File: src/rtl/decode_stage_hz.sv
// Decode stage for the 16-bit MISC-V pipeline. Contains the IF/ID register, a
// register file with write-through, branch/JR resolution and hazard detection.
module decode_stage_hz #(
    parameter int unsigned XLEN     = 16,
    parameter logic [2:0]  OPC_LOAD = 3'd2,
    parameter logic [2:0]  OPC_BEQ  = 3'd3,
    parameter logic [2:0]  OPC_BNE  = 3'd4,
    parameter logic [2:0]  OPC_BLT  = 3'd5,
    parameter logic [2:0]  OPC_JR   = 3'd6,
    parameter int unsigned CNT_W    = 16
) (
    input  logic             CLK,
    input  logic             Reset,
    input  logic [XLEN-1:0]  if_pc,
    input  logic [XLEN-1:0]  if_pcp2,
    input  logic [15:0]      if_ir,
    input  logic             if_valid,
    input  logic             flush_in,
    input  logic             wb_we,
    input  logic [2:0]       wb_addr,
    input  logic [XLEN-1:0]  wb_data,
    input  logic             ex_mem_read,
    input  logic             ex_reg_write,
    input  logic [2:0]       ex_rd,
    input  logic [1:0]       fwd1_sel,
    input  logic [1:0]       fwd2_sel,
    input  logic [XLEN-1:0]  fwd_exmem,
    input  logic [XLEN-1:0]  fwd_memwb,
    output logic             stall,
    output logic             id_valid,
    output logic [XLEN-1:0]  id_pc,
    output logic [XLEN-1:0]  id_pcp2,
    output logic [15:0]      id_ir,
    output logic [2:0]       rs1,
    output logic [2:0]       rs2,
    output logic [2:0]       rd,
    output logic [XLEN-1:0]  arg1,
    output logic [XLEN-1:0]  arg2,
    output logic [XLEN-1:0]  arg3,
    output logic [XLEN-1:0]  imm,
    output logic             redirect,
    output logic [XLEN-1:0]  redirect_pc,
    output logic [CNT_W-1:0] stall_cnt,
    output logic [CNT_W-1:0] redirect_cnt
);

    logic [XLEN-1:0]  pc_r;
    logic [XLEN-1:0]  pcp2_r;
    logic [15:0]      ir_r;
    logic             valid_r;
    logic [XLEN-1:0]  regs_r [0:7];
    logic [CNT_W-1:0] stall_cnt_r;
    logic [CNT_W-1:0] redirect_cnt_r;

    logic [2:0]       opc_s;
    logic             is_br_s;
    logic             is_jr_s;
    logic [XLEN-1:0]  c1_s;
    logic [XLEN-1:0]  c2_s;
    logic             taken_s;
    logic             load_use_s;
    logic             br_dep_s;
    logic             stall_s;
    logic             redirect_s;
    logic [XLEN-1:0]  imm_s;

    // Register read with r0 hardwired to zero and same-cycle write-through.
    function automatic logic [XLEN-1:0] rf_read(input logic [2:0] addr);
        logic [XLEN-1:0] val;
        if (addr == 3'd0) begin
            val = {XLEN{1'b0}};
        end else if (wb_we && (wb_addr == addr)) begin
            val = wb_data;
        end else begin
            val = regs_r[addr];
        end
        return val;
    endfunction

    // Instruction field decode and register operand reads.
    always_comb begin
        opc_s   = ir_r[2:0];
        is_br_s = 1'b0;
        is_jr_s = 1'b0;
        case (opc_s)
            OPC_BEQ, OPC_BNE, OPC_BLT: is_br_s = 1'b1;
            OPC_JR:                    is_jr_s = 1'b1;
            default: begin
                is_br_s = 1'b0;
                is_jr_s = 1'b0;
            end
        endcase
        rs1   = ir_r[8:6];
        rs2   = ir_r[11:9];
        rd    = ir_r[5:3];
        arg1  = rf_read(ir_r[8:6]);
        arg2  = rf_read(ir_r[11:9]);
        arg3  = rf_read(ir_r[5:3]);
        imm_s = {{(XLEN-8){ir_r[15]}}, ir_r[15:12], ir_r[5:3], 1'b0};
    end

    // Comparator operand forwarding muxes; selects 0 and 3 both use the regfile.
    always_comb begin
        case (fwd1_sel)
            2'd1:    c1_s = fwd_exmem;
            2'd2:    c1_s = fwd_memwb;
            default: c1_s = arg1;
        endcase
        case (fwd2_sel)
            2'd1:    c2_s = fwd_exmem;
            2'd2:    c2_s = fwd_memwb;
            default: c2_s = arg2;
        endcase
    end

    // Hazard detection, branch condition and redirect target.
    always_comb begin
        if (is_jr_s) begin
            load_use_s = ex_mem_read && (ex_rd != 3'd0) && (ex_rd == rd);
        end else begin
            load_use_s = ex_mem_read && (ex_rd != 3'd0) &&
                         ((ex_rd == rs1) || (ex_rd == rs2));
        end
        br_dep_s = ex_reg_write && (ex_rd != 3'd0) &&
                   ((is_br_s && ((ex_rd == rs1) || (ex_rd == rs2))) ||
                    (is_jr_s && (ex_rd == rd)));
        stall_s = valid_r && (load_use_s || br_dep_s);

        case (opc_s)
            OPC_BEQ: taken_s = (c1_s == c2_s);
            OPC_BNE: taken_s = (c1_s != c2_s);
            OPC_BLT: taken_s = ($signed(c1_s) < $signed(c2_s));
            OPC_JR:  taken_s = 1'b1;
            default: taken_s = 1'b0;
        endcase
        redirect_s = valid_r && !stall_s && taken_s;

        if (is_jr_s) begin
            redirect_pc = {arg3[XLEN-1:1], 1'b0};
        end else begin
            redirect_pc = pc_r + imm_s;
        end
    end

    // IF/ID pipeline register: flush/redirect beats stall, stall beats load.
    always_ff @(posedge CLK or negedge Reset) begin
        if (!Reset) begin
            pc_r    <= {XLEN{1'b0}};
            pcp2_r  <= {XLEN{1'b0}};
            ir_r    <= 16'h0000;
            valid_r <= 1'b0;
        end else if (redirect_s || flush_in) begin
            ir_r    <= 16'h0000;
            valid_r <= 1'b0;
        end else if (stall_s) begin
            valid_r <= valid_r;
        end else begin
            pc_r    <= if_pc;
            pcp2_r  <= if_pcp2;
            ir_r    <= if_ir;
            valid_r <= if_valid;
        end
    end

    // Register file write port; r0 is never written.
    always_ff @(posedge CLK or negedge Reset) begin
        if (!Reset) begin
            for (int i = 0; i < 8; i++) begin
                regs_r[i] <= {XLEN{1'b0}};
            end
        end else if (wb_we && (wb_addr != 3'd0)) begin
            regs_r[wb_addr] <= wb_data;
        end else begin
            regs_r[0] <= {XLEN{1'b0}};
        end
    end

    // Saturating stall and redirect event counters.
    always_ff @(posedge CLK or negedge Reset) begin
        if (!Reset) begin
            stall_cnt_r    <= {CNT_W{1'b0}};
            redirect_cnt_r <= {CNT_W{1'b0}};
        end else begin
            if (stall_s && (stall_cnt_r != {CNT_W{1'b1}})) begin
                stall_cnt_r <= stall_cnt_r + {{(CNT_W-1){1'b0}}, 1'b1};
            end
            if (redirect_s && (redirect_cnt_r != {CNT_W{1'b1}})) begin
                redirect_cnt_r <= redirect_cnt_r + {{(CNT_W-1){1'b0}}, 1'b1};
            end
        end
    end

    assign stall        = stall_s;
    assign redirect     = redirect_s;
    assign id_valid     = valid_r && !stall_s;
    assign id_pc        = pc_r;
    assign id_pcp2      = pcp2_r;
    assign id_ir        = ir_r;
    assign imm          = imm_s;
    assign stall_cnt    = stall_cnt_r;
    assign redirect_cnt = redirect_cnt_r;

endmodule

File: config.mk
export PLATFORM = sky130hd
export DESIGN_NAME = decode_stage_hz
export DESIGN_NICKNAME = d
export VERILOG_FILES = /design/src/rtl/decode_stage_hz.sv
export SDC_FILE = /design/constraint.sdc
export NUM_CORES = 1
export LEC_CHECK = 0
export ABC_AREA = 1
export CORE_UTILIZATION = 38
export DETAILED_ROUTE_END_ITERATION = 10
export PLACE_DENSITY = 0.63
export REMOVE_ABC_BUFFERS = 1
export SYNTH_ARGS = -nofsm -noshare
export SYNTH_HDL_FRONTEND = slang
export SYNTH_SLANG_ARGS = --single-unit
File: constraint.sdc
create_clock -name CLK -period 4 [get_ports CLK]
set_clock_uncertainty 0.05 [all_clocks]
set_input_delay 0.6 -clock CLK [delete_from_list [all_inputs] [get_ports CLK]]
set_output_delay 0.6 -clock CLK [all_outputs]
set_load 0.01 [all_outputs]
=== After elaboration in Yosys (flattened, before gate mapping) ===
Index checks and enable logic that the tools add are counted.

* Add/subtract/negate cells: 3
* Magnitude comparators: 6
* Equality and inequality tests: 19
* Muxes and demuxes: 30
* Bitwise operators: 6
* Reductions and logical operators: 29

{| class="wikitable"
|+ Operators with widths
! kind !! number
|-
| 16-bit 2-to-1 mux || 17
|-
| 16-bit binary-select mux with 3-bit select || 3
|-
| 128-bit bitwise mux || 1
|-
| 16-bit case mux with 2 select lines || 2
|-
| 16-bit demux with 3-bit select || 1
|-
| 16-bit by 1-bit adder with 16-bit output, second input constant || 2
|-
| 16-bit inequality test, second input constant || 2
|-
| 3-bit == test || 6
|-
| 1-bit logical AND || 17
|-
| 16-bit adder || 1
|-
| 16-bit == test || 1
|-
| 4-bit >= comparator, second input constant || 4
|-
| 16-bit less-than comparator || 1
|-
| 16-bit inequality test || 1
|-
| 3-bit NOT with 4-bit output || 4
|-
| 3-bit == test, second input constant || 3
|-
| 3-bit logical NOT || 3
|-
| 3-bit nonzero test || 2
|-
| 1-bit 2-to-1 mux || 5
|-
| 2-bit by 1-bit == test with 1-bit output, second input constant || 2
|-
| 2-bit == test, second input constant || 2
|-
| 1-bit logical OR || 4
|-
| 4-bit by 1-bit less-than comparator with 1-bit output, second input constant || 1
|-
| 1-bit case mux with 4 select lines || 1
|-
| 6 further kinds || 7
|}

* Flip-flop bits (word level): 209
* Input bits: 113
* Output and inout bits: 172
* Logic and storage cells: 107

=== Logic depth before layout (Yosys ltp) ===
* Word-level depth: 14
* Depth in mapped cells: 29
* Mapped depth without buffers: 26

=== Worst setup path after synthesis ===
No wires, ideal clock.

* Path kind: reg-to-output
* Start point: register ir_r[9] (netlist: id_ir[9])
* End point: output redirect
* Arrival time: 3.022 ns
* Data required time: 3.350 ns
* Setup slack: 0.328 ns
* Stages on the path, launching flop included: 25
* Path through: dfrtp_1 buf_2 inv_1 buf_2 clkbuf_1 nand2_1 a221oi_1 nor2_1 nand2_1 nand3_1 nand2_1 o21ai_0 ha_1 nand2_1 inv_1 nand3_1 nor2_1 nand2_1 nand2_1 nand2_1 nand3_1 nand2_1 nand2_2 buf_2 inv_2

* Word-level cells in the longest chain between the ends: 10
* Elaborated cells between the ends (all ways): 26
* Those cells by class: 1 x order compare; 4 x eq/ne; 8 x mux; 1 x bitwise; 12 x reduce/logical

{| class="wikitable"
|+ RTL lines
! what !! line !! source
|-
| from (decl) || 49 || <nowiki>logic [15:0] ir_r;</nowiki>
|-
| from (signal assigned) || 160 || <nowiki>ir_r <= if_ir;</nowiki>
|-
| 3-bit NOT with 4-bit output (not written as such) or 3-bit == test (tied branches) || 75, 122, 125 ||
|-
| 16-bit binary-select mux with 3-bit select or 1-bit logical OR (tied branches) || 75, 122, 125 ||
|-
| 16-bit 2-to-1 mux (not written as such) or 1-bit logical AND (tied branches) || 75, 125 ||
|-
| 16-bit 2-to-1 mux (not written as such) or 1-bit logical OR (tied branches) || 75, 125 ||
|-
| 16-bit 2-to-1 mux or 1-bit logical AND (tied branches) || 72, 124 ||
|-
| 16-bit 2-to-1 mux or 1-bit logical OR (tied branches) || 70, 127 ||
|-
| 16-bit case mux with 2 select lines or 1-bit logical AND (tied branches) || 109, 127 ||
|-
| 16-bit less-than comparator (tied with other cells) || 132 || <nowiki>OPC_BLT: taken_s = ($signed(c1_s) < $signed(c2_s));</nowiki>
|-
| 1-bit case mux with 4 select lines or 1-bit logical AND (tied branches) || 129, 136 ||
|-
| 1-bit logical AND * || 136 || <nowiki>redirect_s = valid_r && !stall_s && taken_s;</nowiki>
|-
| to (decl) || 41 || <nowiki>output logic redirect,</nowiki>
|}

Mark *: on every way between the ends. The rest lies on a longest branch, timed or not. The select of a mux whose other input is x is not followed.

=== Worst setup path in the final report ===
* Start point: register ir_r[11] (netlist: id_ir[11])
* End point: output redirect

The elaborated chain is that of the path after synthesis.

==> flow_summary.toml <==
[clock_tree]
insertion_delay_ns = 0.56
cts_tree = "yes"
clkSinkCount = 209
htree_num_levels = 1
cts_buffers = 27
clock_path_buffers = 3
cts.clk_slew.worst_paths_ns = 0.06
hold_buffers = 0
clock_tree.root_cell = "clkbuf_16"

[floorplan]
num_rows = 71
die_h_um = 198
initial_core_util = 0.386
die-width_um = 198
dieArea_um2 = 39100
io_pins = 285
fp.coreArea_um2 = 37700

[synthesis]
netlist_instances = 2123
synth.avg_cell_area_um2 = 6.85
synthesis.area_um2 = 14500
synth_seq_area_share = 0.360
synth-seq-cells = 209
ys_types = 44
ys_warn_count = 0

[layout]
finish.instance_area_um2 = 20800
syn_to_final_growth_pct = 42.7
drive_gt1_frac = 0.145
n_antenna_cell = 0
final_util = 0.551
fillers = 3642
nNetsFinal = 2632

[pwr]
netSwitchingPower_w = 0.00288
vdd.ir_drop.worst_mv = 0.359
swShare = 0.355
pwr-share-seq = 0.336
pwr-share-clk = 0.313
p_leak_nw = 9.59
power_density_nw_per_um2 = 391
p_comb_frac = 0.350
p_int_w = 0.00524

[place]
placed_area_um2 = 19000
hpwlAfterDp_um = 43700
routabilityCongestion = 0.994
place_ws_ns = -0.822
portBuffers = 283

[critical_path]
crit_fanout = 15
worstSetupStartpointType = "flop"
critPathRequiredTime_ns = 3.35
cp-end-kind = "primary output"
path_class = "reg -> out"
cp.arrival_ns = 3.58

[drt]
wirelength_um = 64000
via_per_inst = 5.65
dr_total_vias = 17000
drcViolationCount = 0
dr.first_iter.drc_count = 2008
wl_per_cell_um = 21.2
dr.pass1.iters = 7
ant_nets = 0

[grt]
globalRouteTotalUtil = 0.314
antenna_found_initial = 0
grt_pass1_vias = 15500
grt_pass1_wl_um = 93500
grt_start_max_net_pins = 96
overflow = 0

[hold_path]
hold_path.class = "in -> async"

[timing]
slew_violations = 0
worstMarginPinSlew_ns = 0.920
setup_viol = 1
grt_setup_unrepaired = "yes"
fmax_ghz = 0.236
relSlewSlack = 0.386
hold_viol = 0
min_period_ns = 4.23
fin_ws_ns = -0.230
fin_crit_sh = 1.06

[run_status]
violations = "setup timing"
status = "complete, but fails checks"

[flow_run]
maxCapViolCount = 0
[Yosys cell counts]
cell | n | area, um2
nand2_1 | 489 | 1840
o21ai_0 | 310 | 1550
a21oi_1 | 218 | 1090
dfrtp_1 | 209 | 5230
inv_1 | 174 | 653
nor2_1 | 151 | 567
clkbuf_1 | 101 | 379
nand3_1 | 84 | 420
nand4_1 | 58 | 363
ha_1 | 36 | 450
buf_2 | 31 | 155
o21ai_1 | 31 | 155
a31oi_1 | 30 | 188
xor2_1 | 26 | 228
a221oi_1 | 25 | 219
buf_4 | 25 | 188
xnor2_1 | 20 | 175
buf_1 | 14 | 52.6
a22o_1 | 13 | 114
nor3_1 | 13 | 65.1
o211ai_1 | 11 | 82.6
inv_2 | 10 | 37.5
o221ai_1 | 8 | 70.1
o22ai_1 | 7 | 43.8
nand3b_1 | 4 | 30.0
a21o_1 | 2 | 15.0
buf_6 | 2 | 22.5
clkinv_2 | 2 | 10.0
nand2_2 | 2 | 12.5
nand2_4 | 2 | 22.5
nor2_2 | 2 | 12.5
a211oi_1 | 1 | 7.51
a21boi_0 | 1 | 7.51
a21oi_2 | 1 | 8.76
a22oi_1 | 1 | 7.51
clkinv_1 | 1 | 3.75
conb_1 | 1 | 3.75
fa_1 | 1 | 20.0
nand2b_1 | 1 | 6.26
nand3_2 | 1 | 10.0
nor4_1 | 1 | 6.26
nor4b_1 | 1 | 8.76
o2bb2ai_1 | 1 | 8.76
or2_2 | 1 | 6.26
[final timing paths]
kind	slack (ns)	cells after the start	from	endpoint
setup / recovery	-0.23	17	id_ir[11]$_DFFE_PN0P_	redirect
hold / removal	0.03	1	Reset	regs_r[56]$_DFFE_PN0P_
setup reg to reg	0.20	21	id_ir[11]$_DFFE_PN0P_	id_pc[0]$_DFFE_PN0P_
hold reg to reg	0.43	2	id_pcp2[5]$_DFFE_PN0P_	id_pcp2[5]$_DFFE_PN0P_
max in group asynchronous	2.95	2	Reset	id_ir[10]$_DFFE_PN0P_
min in group CLK	0.43	2	id_pcp2[5]$_DFFE_PN0P_	id_pcp2[5]$_DFFE_PN0P_
[through the flow]
stage	setup TNS, ns	std cells	power, W	hold slack, ns
floorplan	-102.55	1950	0.00394	0.254
global placement	-28.33	2938	0.00535	0.406
detailed placement	-32.82	2938	0.00538	0.412
CTS	-0.241	2996	0.00802	0.0369
global route	-0.430	3013	0.00853	0.0723
finish	-0.230	3013	0.00813	0.0264
[worst max-delay path: stages, from the launching register on]
cell,delay [ns]
dfrtp_2,0.55
buf_4,0.33
nor3_1,0.09
inv_1,0.18
buf_4,0.22
nand3_1,0.13
nand2_1,0.07
o21ai_0,0.08
ha_1,0.33
nand2_2,0.07
buf_4,0.13
nor2_1,0.17
nand4_1,0.13
a21oi_2,0.18
nand2_4,0.10
nand2_2,0.08
inv_2,0.04
buf_6,0.11
[cell usage in the layout (no fill, tap or decap), types with 8 or more instances in the layout]
cell | Yosys | layout
buf_6 | 2 | 8
nor2_1 | 151 | 142
clkbuf_16 | 0 | 33
nand4_1 | 58 | 58
inv_1 | 174 | 171
a22o_1 | 13 | 13
nand2_2 | 2 | 9
nand2_1 | 489 | 478
a31oi_2 | 0 | 8
xor2_1 | 26 | 26
xnor2_1 | 20 | 20
dlymetal6s2s_1 | 0 | 13
o21ai_2 | 0 | 9
dfrtp_1 | 209 | 202
a31oi_1 | 30 | 20
a21oi_1 | 218 | 206
a21oi_2 | 1 | 13
nor2_2 | 2 | 9
ha_1 | 36 | 36
o211ai_1 | 11 | 11
buf_4 | 25 | 176
o21ai_1 | 31 | 42
a221oi_1 | 25 | 20
nor3_1 | 13 | 12
o21ai_0 | 310 | 288
nand3_1 | 84 | 80
clkdlybuf4s50_1 | 0 | 265
buf_12 | 0 | 26
inv_2 | 10 | 9
[metal layers]
| metal | track usage | vias to the layer above | part of all wire |
|---|---|---|---|
| met5 | 0 | - | 0 |
| met4 | 0.0933 | 0 | 0.030 |
| met3 | 0.0756 | 144 | 0.12 |
| met2 | 0.481 | 1062 | 0.43 |
| met1 | 0.436 | 7968 | 0.42 |
| li1 | - | 7852 | - |
[final cells by class]
class,instances,area [um2],share of cell area
Clock inverter,13,154,0.00742
Clock buffer,36,769,0.0371
Timing Repair Buffer,503,5070,0.244
Inverter,187,732,0.0353
Multi-Input combinational cell,1554,8150,0.393
Sequential cell,209,5240,0.252
Tap cell,511,639,0.0308
[registers in the layout, indices dropped and copies added (netlist names)]
signal and count:
valid_r 1, regs_r 128, id_pc 16, stall_cnt 16, id_pcp2 16, id_ir 16, redirect_cnt 16
[power by group through the flow]
stage	Combinational (W)	Clock, W	Sequential, W
detailed placement	0.00263	0	0.00275
floorplan	0.00118	0	0.00276
finish	0.00285	0.00255	0.00273
global placement	0.00261	0	0.00274
global route	0.00309	0.00267	0.00277
CTS	0.00271	0.00259	0.00272
[logic make-up after synthesis]
| logic type | synth area share |
|---|---|
| AND/OR/NAND/NOR | 0.231 |
| AO/OA/AOI/OAI | 0.245 |
| other | 0.000258 |
| XOR/XNOR | 0.0277 |
| adder cells (fa/ha/maj) | 0.0323 |
| flip-flops | 0.360 |
| buffers and inverters | 0.103 |
[repair_timing]
item | 4_1_cts | 5_1_grt
gates cloned | 3 | 5
endpoints found under the setup margin | 50 | 69
resized for setup | 69 | 86
setup buffers | 6 | 12
pin swaps | 22 | 30
Note: power is estimated with default switching activity, not from simulation.
